**config.mk**
```make
export PLATFORM = sky130hd
export DESIGN_NAME = rgb_cmd_rx
export DESIGN_NICKNAME = d
export VERILOG_FILES = /design/src/rtl/rgb_cmd_pkg.sv /design/src/rtl/rgb_cmd_rx_uart_rx_8n1.sv /design/src/rtl/rgb_cmd_rx.sv
export SDC_FILE = /design/constraint.sdc
export NUM_CORES = 1
export LEC_CHECK = 0
export CAP_MARGIN = 25
export CELL_PAD_IN_SITES_DETAIL_PLACEMENT = 1
export CELL_PAD_IN_SITES_GLOBAL_PLACEMENT = 2
export CORE_ASPECT_RATIO = 0.6
export CORE_MARGIN = 3
export CORE_UTILIZATION = 35
export CTS_BUF_LIST = sky130_fd_sc_hd__clkbuf_8
export CTS_CLUSTER_SIZE = 8
export DETAILED_ROUTE_END_ITERATION = 6
export PLACE_DENSITY = 0.84
export SETUP_SLACK_MARGIN = 0.4
export SLEW_MARGIN = 20
export SYNTH_ARGS = -nofsm -noshare
export SYNTH_HDL_FRONTEND = slang
export SYNTH_SLANG_ARGS = --single-unit
export TNS_END_PERCENT = 20
```
**constraint.sdc**
```tcl
create_clock -name clk -period 2.09 [get_ports clk]
set_input_delay 0.627 -clock clk [delete_from_list [all_inputs] [get_ports clk]]
set_output_delay 0.627 -clock clk [all_outputs]
set_load 0.02 [all_outputs]
```
**src/rtl/rgb_cmd_pkg.sv**
```systemverilog
// Shared constants, receiver state encoding and command decode for the RGB UART command path.
package rgb_cmd_pkg;

  localparam int PWM_STEPS = 9;

  localparam logic [2:0] COLOR_RED     = 3'b100;
  localparam logic [2:0] COLOR_GREEN   = 3'b010;
  localparam logic [2:0] COLOR_BLUE    = 3'b001;
  localparam logic [2:0] COLOR_YELLOW  = 3'b110;
  localparam logic [2:0] COLOR_CYAN    = 3'b011;
  localparam logic [2:0] COLOR_MAGENTA = 3'b101;
  localparam logic [2:0] COLOR_WHITE   = 3'b111;
  localparam logic [2:0] COLOR_OFF     = 3'b000;

  localparam logic [7:0] ASCII_R = 8'h52;
  localparam logic [7:0] ASCII_G = 8'h47;
  localparam logic [7:0] ASCII_B = 8'h42;
  localparam logic [7:0] ASCII_Y = 8'h59;
  localparam logic [7:0] ASCII_C = 8'h43;
  localparam logic [7:0] ASCII_M = 8'h4D;
  localparam logic [7:0] ASCII_W = 8'h57;
  localparam logic [7:0] ASCII_K = 8'h4B;
  localparam logic [7:0] ASCII_0 = 8'h30;
  localparam logic [7:0] ASCII_9 = 8'h39;

  typedef enum logic [2:0] {
    ST_IDLE,
    ST_START,
    ST_DATA,
    ST_STOP,
    ST_WAIT_IDLE
  } rx_state_t;

  // Returns {hit, color}; lower-case letters fold onto upper case.
  function automatic logic [3:0] decode_color(input logic [7:0] b);
    logic [7:0] u;
    u = (b >= 8'h61 && b <= 8'h7A) ? (b & 8'hDF) : b;
    case (u)
      ASCII_R: return {1'b1, COLOR_RED};
      ASCII_G: return {1'b1, COLOR_GREEN};
      ASCII_B: return {1'b1, COLOR_BLUE};
      ASCII_Y: return {1'b1, COLOR_YELLOW};
      ASCII_C: return {1'b1, COLOR_CYAN};
      ASCII_M: return {1'b1, COLOR_MAGENTA};
      ASCII_W: return {1'b1, COLOR_WHITE};
      ASCII_K: return {1'b1, COLOR_OFF};
      default: return {1'b0, COLOR_OFF};
    endcase
  endfunction

endpackage

```
**src/rtl/rgb_cmd_rx_uart_rx_8n1.sv**
```systemverilog
// 8N1 serial receiver: 2-flop synchroniser, down-counting bit timer, byte FSM.
//   state        | meaning
//   ST_IDLE      | line idle, waiting for a synchronised low
//   ST_START     | half-bit wait, then confirm start bit
//   ST_DATA      | sampling 8 data bits, LSB first
//   ST_STOP      | sampling stop bit
//   ST_WAIT_IDLE | framing error seen, waiting for line high
module uart_rx_8n1
  import rgb_cmd_pkg::*;
#(
  parameter int DIV = 104
) (
  input  logic       clk,
  input  logic       rst,
  input  logic       uart_rx,
  output logic [7:0] rx_data,
  output logic       rx_valid,
  output logic       frame_err,
  output logic       byte_strobe,
  output logic [7:0] byte_data
);

  localparam int TW = (DIV > 2) ? $clog2(DIV) : 1;

  logic      rx_s1, rx_s2;
  rx_state_t state;
  logic [TW-1:0] timer;
  logic [2:0] bit_cnt;
  logic [7:0] shreg;

  // Lets the decoder update on the same edge that raises rx_valid.
  assign byte_strobe = (state == ST_STOP) && (timer == '0) && rx_s2;
  assign byte_data   = shreg;

  always_ff @(posedge clk or posedge rst) begin
    if (rst) begin
      rx_s1     <= 1'b1;
      rx_s2     <= 1'b1;
      state     <= ST_IDLE;
      timer     <= '0;
      bit_cnt   <= '0;
      shreg     <= '0;
      rx_data   <= '0;
      rx_valid  <= 1'b0;
      frame_err <= 1'b0;
    end else begin
      rx_s1     <= uart_rx;
      rx_s2     <= rx_s1;
      rx_valid  <= 1'b0;
      frame_err <= 1'b0;
      case (state)
        ST_IDLE: begin
          if (!rx_s2) begin
            state <= ST_START;
            timer <= TW'(DIV / 2 - 1);
          end
        end
        ST_START: begin
          if (timer != '0) timer <= timer - TW'(1);
          else if (!rx_s2) begin
            state   <= ST_DATA;
            timer   <= TW'(DIV - 1);
            bit_cnt <= '0;
          end else state <= ST_IDLE;
        end
        ST_DATA: begin
          if (timer != '0) timer <= timer - TW'(1);
          else begin
            shreg <= {rx_s2, shreg[7:1]};
            timer <= TW'(DIV - 1);
            if (bit_cnt == 3'd7) state <= ST_STOP;
            else bit_cnt <= bit_cnt + 3'd1;
          end
        end
        ST_STOP: begin
          if (timer != '0) timer <= timer - TW'(1);
          else if (rx_s2) begin
            rx_data  <= shreg;
            rx_valid <= 1'b1;
            state    <= ST_IDLE;
          end else begin
            frame_err <= 1'b1;
            state     <= ST_WAIT_IDLE;
          end
        end
        ST_WAIT_IDLE: if (rx_s2) state <= ST_IDLE;
        default: state <= ST_IDLE;
      endcase
    end
  end

endmodule

```
**src/rtl/rgb_cmd_rx.sv**
```systemverilog
// UART colour/brightness command decoder driving the SB_RGBA_DRV PWM inputs.
// Brightness PWM is built only when RGB_CMD_RX_PWM_EN is defined.
module rgb_cmd_rx
  import rgb_cmd_pkg::*;
#(
  parameter int CLK_HZ = 12_000_000,
  parameter int BAUD   = 115200
) (
  input  logic       clk,
  input  logic       rst,
  input  logic       uart_rx,
  output logic       red_on,
  output logic       green_on,
  output logic       blue_on,
  output logic [2:0] color,
  output logic [7:0] rx_data,
  output logic       rx_valid,
  output logic       frame_err
);

  localparam int DIV = CLK_HZ / BAUD;

  logic       byte_strobe;
  logic [7:0] byte_data;
  logic [3:0] dec;

  uart_rx_8n1 #(.DIV(DIV)) u_rx (
    .clk         (clk),
    .rst         (rst),
    .uart_rx     (uart_rx),
    .rx_data     (rx_data),
    .rx_valid    (rx_valid),
    .frame_err   (frame_err),
    .byte_strobe (byte_strobe),
    .byte_data   (byte_data)
  );

  assign dec = decode_color(byte_data);

  always_ff @(posedge clk or posedge rst) begin
    if (rst) color <= COLOR_OFF;
    else if (byte_strobe && dec[3]) color <= dec[2:0];
  end

`ifdef RGB_CMD_RX_PWM_EN
  logic [3:0] level;
  logic [3:0] pwm_cnt;
  logic       pwm_gate;

  assign pwm_gate = (pwm_cnt < level);

  always_ff @(posedge clk or posedge rst) begin
    if (rst) begin
      level    <= 4'(PWM_STEPS);
      pwm_cnt  <= '0;
      red_on   <= 1'b0;
      green_on <= 1'b0;
      blue_on  <= 1'b0;
    end else begin
      pwm_cnt  <= (pwm_cnt == 4'(PWM_STEPS - 1)) ? 4'd0 : pwm_cnt + 4'd1;
      if (byte_strobe && byte_data >= ASCII_0 && byte_data <= ASCII_9)
        level <= 4'(byte_data - ASCII_0);
      red_on   <= color[2] & pwm_gate;
      green_on <= color[1] & pwm_gate;
      blue_on  <= color[0] & pwm_gate;
    end
  end
`else
  always_ff @(posedge clk or posedge rst) begin
    if (rst) begin
      red_on   <= 1'b0;
      green_on <= 1'b0;
      blue_on  <= 1'b0;
    end else begin
      red_on   <= color[2];
      green_on <= color[1];
      blue_on  <= color[0];
    end
  end
`endif

endmodule
```
==> run summary <==
status = finished, violations left
failing checks = setup timing
layout cell share with drive strength beyond 1 = 35.34%
Sequential Area = 978.4 um^2
CP Capture Type = flip-flop
routed via count = 1,674
fin crit period = 2.165 ns
Post-synth ARST share = 100.0%
most common cell after layout, fill and taps aside = dfrtp_1
Max Clk Rate = 0.4619 GHz
worst path cell trace = inv_2, ha_4, or4b_4, or3_4, or4b_1, nand2_1
Compound-Gate Fraction of Synth Area = 15.94%
Adder-Cell Fraction of Synth Area = 2.500%
Area growth, synth to finish = 37.25%
Layout Cells excl Fill = 309
clock latency on the worst-skew pair = 0.31 ns
GRT Total Usage = 17.59%
sequential area share after synthesis = 48.87%
# DRC = 0
TritonCTS clock tree = done
Die Span X = 103.6 um
Final Hold Viols = 0
Worst-path clk slew = 0.08 ns
Vias/cell = 5.417
Power, Total = 1447 uW
CP max stage cell = or4b_1
Simple-Gate Fraction of Synth Area = 14.56%
Congestion Overflow GR = 0
number of flops mapped to enable cells by yosys = 0
Starting Density = 37.91%
Critical Path Start Type = flip-flop
worst-path fanout max = 6
Worst Path Required = 2.34 ns
Post-Syn Area = 2002 um^2
filler cell count = 551
Routed WL = 5771 um
largest net degree at the start of global routing = 40
Final Skew = 0.009323 ns
kind of critical path = flip-flop to flip-flop
Met3 Wirelength = 381 um
Detail Route Antenna Nets = 0
RSZ-0062 raised after global routing = true
Worst slew margin = 52.42%
DR iter-0 viols = 59
Antenna Cells = 0
yosys warns = 0
xor/xnor cell area share of the yosys netlist = 0.8750%
# clock sinks = 39
core area = 5280 um^2
instance count of the mapped netlist = 188
Die H = 64.58 um
largest family of logic cells by synthesized area = compound AO/OA/AOI/OAI gates
# H-tree levels = 2
Ports = 19
drt wl/cell = 18.68 um
Mapped Avg Cell Area = 10.65 um^2
final worst slack = -0.07478 ns
actual slew at the worst max-slew pin = 0.7082 ns
mux share of post-synthesis cell area = 12.13%
Max-Cap Viols = 0
Port-buffer cells = 18
hold_buf cts = 0
top routing layer in use = met4
Final Net Count = 238
drt first pass iters = 4
# setup viols final = 3
Leakage = 0.001451 uW
clock buffer count from CTS = 5
CP max stage delay = 0.51 ns
maximum clock path buffer count = 2
syn nets = 195
Multi-input gate area = 1049 um^2
Root Buffer = clkbuf_8
Worst VDD drop = 385.3 uV
worst hold-check path type = flip-flop to flip-flop
HPWL Detailed = 3761 um
Primary FF master, synth = dfrtp_1
period utilisation layout = 103.6%
Slew Viols, Final = 0
initial antenna violation count = 0
vias in the first global route = 1,775
PwrDens = 526.7 nW/um^2
most frequent cells in the layout = dfrtp_1 (37), buf_4 (26), mux2_2 (17)
M1 WL = 2845 um
#FFs+latches synth = 39
Buf+Inv Stages, Crit Path = 1
first-pass GRT wire length = 9315 um
CP top delay family = simple AND/OR/NAND/NOR gates
met2 routed WL = 2430 um
CP arrival = 2.41 ns
GPL Wtd Cong = 0.8358
synth unique cells = 46
Post-Place Cells = 296
row count = 20
DIE AREA = 6693 um^2
==> layout make-up <==
| cell class | count | area share, % |
|---|---|---|
| Timing Repair Buffer | 48 | 16.71 |
| Clock buffer | 5 | 2.505 |
| Multi-Input combinational cell | 124 | 38.16 |
| Sequential cell | 39 | 35.61 |
| Clock inverter | 3 | 1.730 |
| Inverter | 13 | 1.776 |
| Tap cell | 77 | 3.506 |
==> worst register-to-register path, stage by stage, from the launching register on <==
cell and delay, ns:
dfrtp_1 0.40, inv_2 0.09, ha_4 0.13, or4b_4 0.50
or3_4 0.40, or4b_1 0.51, nand2_1 0.08
==> path summary, 6_finish.rpt <==
check                              startpoint              end  slack, ns  depth (start not counted)
max in group asynchronous                 rst       u_rx.rx_s2       1.14                          3
worst min register to register     u_rx.rx_s1       u_rx.rx_s2       0.36                          0
worst min-delay path               u_rx.rx_s1       u_rx.rx_s2       0.36                          0
worst max-delay path            u_rx.timer[0]  u_rx.bit_cnt[0]      -0.07                          6
worst max register to register  u_rx.timer[0]  u_rx.bit_cnt[0]      -0.07                          6
min in group asynchronous                 rst  u_rx.bit_cnt[2]       0.68                          3
==> layer usage <==
metal | vias up | track usage (%)
met5 | - | 0
met2 | 51 | 25.98
met4 | 0 | 6.136
met1 | 841 | 24.84
met3 | 13 | 4.876
li1 | 769 | -
==> synth_stat cells, types with 2 or more instances <==
master	instances	area, um^2
a211oi_1	2	15.01
a21o_1	2	15.01
a21oi_1	7	35.03
a221oi_1	3	26.28
a31oi_1	4	25.02
clkbuf_1	10	37.54
dfrtp_1	37	925.9
dfstp_2	2	52.55
ha_1	4	50.05
inv_1	13	48.80
mux2_2	18	202.7
mux2i_1	4	40.04
nand2_1	9	33.78
nand2b_1	3	18.77
nand3_1	3	15.01
nand3b_1	2	15.01
nand4b_1	2	17.52
nor2_1	12	45.04
nor2b_1	3	18.77
nor3_1	3	15.01
nor4b_1	3	26.28
o2111ai_1	2	17.52
o211ai_1	4	30.03
o21ai_0	7	35.03
o221ai_1	2	17.52
o31ai_1	4	30.03
or2_2	2	12.51
or4b_1	2	20.02
xor2_1	2	17.52
==> where the power goes <==
part           switching [uW]  total (uW)  internal [uW]
combinational            21.6        30.7           9.14
clock                     293         655            362
sequential               3.83         761            757
==> stage by stage <==
stage                     utilization, %  setup TNS, ns  setup WS [ns]  hold WS [ns]  instance area [um^2]
after floorplan                        -         -1.330        -0.1522        0.3452                  2013
after global placement             46.14        -0.7110       -0.06350        0.3463                  2436
after detailed placement           46.14         -2.404        -0.1588        0.3475                  2436
after CTS                          50.02        -0.1494       -0.06522        0.3592                  2641
after global routing               52.04         -1.005        -0.1517        0.3642                  2748
final                              52.04        -0.1842       -0.07478        0.3581                  2748
==> repair_timing <==
item                                    in CTS  in global routing
gates resized for setup                     16                 26
endpoints found under the setup margin      48                 49
pin swaps                                    1                  3
gates cloned                                 1                  0
setup buffers                                2                  2
==> flip-flops by register name, indices dropped and copies added (netlist names) <==
name,flops
u_rx.rx_valid,1
u_rx.rx_s1,1
u_rx.timer,7
u_rx.state,3
u_rx.rx_s2,1
u_rx.rx_data,8
green_on,1
u_rx.frame_err,1
color,3
u_rx.byte_data,8
u_rx.bit_cnt,3
blue_on,1
red_on,1
==> cells by family after synthesis <==
family                     after synthesis
AOI/OAI and AO/OA                       45
xor gates and xnor gates                 2
adders and majority gates                4
buffers and inverters                   25
DFF                                     39
muxes                                   22
and+or+nand+nor                         51
(Power assumes the default switching activity.)
==> variant (config.mk and constraints unchanged) <==
Put a register stage on the output `rx_data`, cleared by the reset. The value now appears one clock later. The other outputs are not delayed to match.
--- a/src/rtl/rgb_cmd_rx.sv
+++ b/src/rtl/rgb_cmd_rx.sv
@@ -20,6 +20,8 @@
 
   localparam int DIV = CLK_HZ / BAUD;
 
+  logic [7:0] rx_data_d;
+
   logic       byte_strobe;
   logic [7:0] byte_data;
   logic [3:0] dec;
@@ -28,7 +30,7 @@
     .clk         (clk),
     .rst         (rst),
     .uart_rx     (uart_rx),
-    .rx_data     (rx_data),
+    .rx_data     (rx_data_d),
     .rx_valid    (rx_valid),
     .frame_err   (frame_err),
     .byte_strobe (byte_strobe),
@@ -79,4 +81,12 @@
   end
 `endif
 
+  always_ff @(posedge clk or posedge rst) begin
+    if (rst) begin
+      rx_data <= '0;
+    end else begin
+      rx_data <= rx_data_d;
+    end
+  end
+
 endmodule
Check against the original RTL: same outputs for any inputs over 10 cycles, from zero or initial values and one cycle with rst high; that may be too few to reach the edited logic, so the function may still have changed.
==> variant against the unedited design <==
  * The flow still finishes with violations (negative setup slack)
  * Utilization down 5.3 points
  * Worst hold slack better by 4.2 ps
  * Synthesized area is 5.6% higher
  * Power is 20% higher
  * Worst setup slack better by 6.4 ps
  * Wire length is 18% lower
  * Sequential cell count is 8 higher
  * Final area is 3.0% lower
  * Sequential power grew 20%
  * Largest cell class is now sequential cells
==> variant: results (changes against the unedited design) <==
stage;metric;value;unit;change
grt;largest net degree at the start of global routing;48;;+20%
grt;met1 Usage GRT;22.3;%;-2.6 points
power;P_leak;1.34;nW;-7.6%
status;outcome;complete, but fails checks;;
synthesis;Synthesized Nets;188;;-3.6%
power;Peak supply drop;0.000371;V;-3.7%
synthesis;Area contributors post-synth;dfrtp_1 (53%), mux2_2 (9.6%), dfstp_2 (2.5%), nand2_1 (2.5%), o21ai_0 (2.1%);;
power;Comb power frac;1.8;%;-0.3 points
setup_path;Critical Path Fanout Max;6;;unchanged
clock_tree;PostCTS Resize Cnt;21;;+5
grt;All-Layer GR Usage;15.1;%;-2.5 points
final_layout;Nets;222;;-6.7%
synthesis;yosys warns;0;;unchanged
timing;setup TNS;-282;ps;-98.1 ps
final_layout;top flop regs;rx_data x8, u_rx.byte_data x8, u_rx.rx_data x8;;
timing;worst clock skew;8.59;ps;-0.728 ps
synthesis;Netlist cell types;44;;-4.3%
placed_design;routability cong.;0.740;;-11%
power;Logic power comb;0.0308;mW;about the same
power;P_clk;0.786;mW;+20%
placed_design;DP Cell Count;286;;-3.4%
placed_design;setup slack at placement;-32.5;ps;+126 ps
synthesis;Synth Cell Area;2110;µm²;+5.6%
grt;first-pass GRT wire length;8130;µm;-13%
worst_hold_path;HP Class;flip-flop to flip-flop;;
synthesis;Post-Syn Instances;182;;-3.2%
grt;GR Util met2;21.0;%;-5.0 points
timing;Final setup viols;10;;+7
synthesis;sequential cell area fraction in the yosys report;55.8;%;+6.9 points
clock_tree;CTS Buf Count;5;;unchanged
clock_tree;clk buf depth;2;;unchanged
grt;global-route track usage on met3;4.20;%;-0.68 points
routing;met3 WL;236;µm;-38%
final_layout;Filler Cell Count;614;;+11%
routing;met1 WL;2470;µm;-13%
routing;WL final;4760;µm;-18%
placed_design;Placed Area;2510;µm²;+2.9%
routing;Top Metal Used;met4;;
status;failing checks;negative setup slack;;
final_layout;Area Growth Syn to Fin;26.1;%;
power;Psw;0.336;mW;+5.2%
timing;Max-slew headroom;72.3;%;+20 points
final_layout;fraction of layout cells with a size suffix above 1;30.0;%;-5.4 points
synthesis;synth cell count leaders;dfrtp_1 (45), mux2_2 (18), nand2_1 (14);;
placed_design;DP Wirelength;3350;µm;-11%
clock_tree;H-tree depth;2;;unchanged
routing;DR iter-0 viols;79;;+34%
timing;final worst slack;-68.3;ps;+6.44 ps
synthesis;number of synthesized flops with an enable pin;0;;unchanged
routing;Vias/cell;5.09;;-6.0%
grt;initial antenna violation count;0;;unchanged
routing;vias;1512;;-9.7%
job;Maximum Capacitance Violations;0;;unchanged
routing;Met2 Routed Length;1980;µm;-18%
setup_path;critical path data arrival time;2360;ps;-50 ps
clock_tree;Worst-path clk slew;90;ps;
variant: cell types whose count changed after synthesis, sizes merged, moves of 3 or more:
cell,unedited run,this run
dfrtp,37,45
inv,13,5
nand2,9,15
nor2,12,8
o211ai,4,0
clkbuf,11,8
nand3b,2,5
nor4b,3,0
variant: final timing paths:
kind / from / to / slack [ps] / cells past startpoint
worst min register to register: u_rx.rx_s1$_DFF_PP1_ / u_rx.rx_s2$_DFF_PP1_ / 360 / 0
worst max-delay path: u_rx.timer[0]$_DFFE_PP0P_ / color[2]$_DFFE_PP0P_ / -70 / 6
max in group asynchronous: rst / u_rx.rx_s1$_DFF_PP1_ / 1120 / 3
worst min-delay path: u_rx.rx_s1$_DFF_PP1_ / u_rx.rx_s2$_DFF_PP1_ / 360 / 0
min in group asynchronous: rst / u_rx.timer[4]$_DFFE_PP0P_ / 670 / 3
worst max register to register: u_rx.timer[0]$_DFFE_PP0P_ / color[2]$_DFFE_PP0P_ / -70 / 6
variant: final cells by class:
| cell class | count | area (µm²) | area share, % |
|---|---|---|---|
| timing repair buffer | 38 | 325 | 12.2 |
| sequential | 47 | 1180 | 44.2 |
| inverter | 5 | 18.8 | 0.704 |
| clock inverter | 3 | 63.8 | 2.39 |
| tap | 80 | 100 | 3.76 |
| multi-input combinational | 119 | 910 | 34.1 |
| clock buffer | 5 | 68.8 | 2.58 |
variant: cell families after synthesis:
logic type	after synthesis	share of synthesized area, %
AO/OA/AOI/OAI	36	12.0
adder cells (fa/ha/maj)	3	1.78
buffers and inverters	16	3.32
flip-flops	47	55.8
multiplexers	20	10.5
AND/OR/NAND/NOR	60	16.6
variant: critical path: stages, from the launching register on:
cell     delay (ps)
dfrtp_1         400
inv_2            80
ha_4            120
or4b_4          500
or3_4           450
a21oi_4         170
mux2_4          310
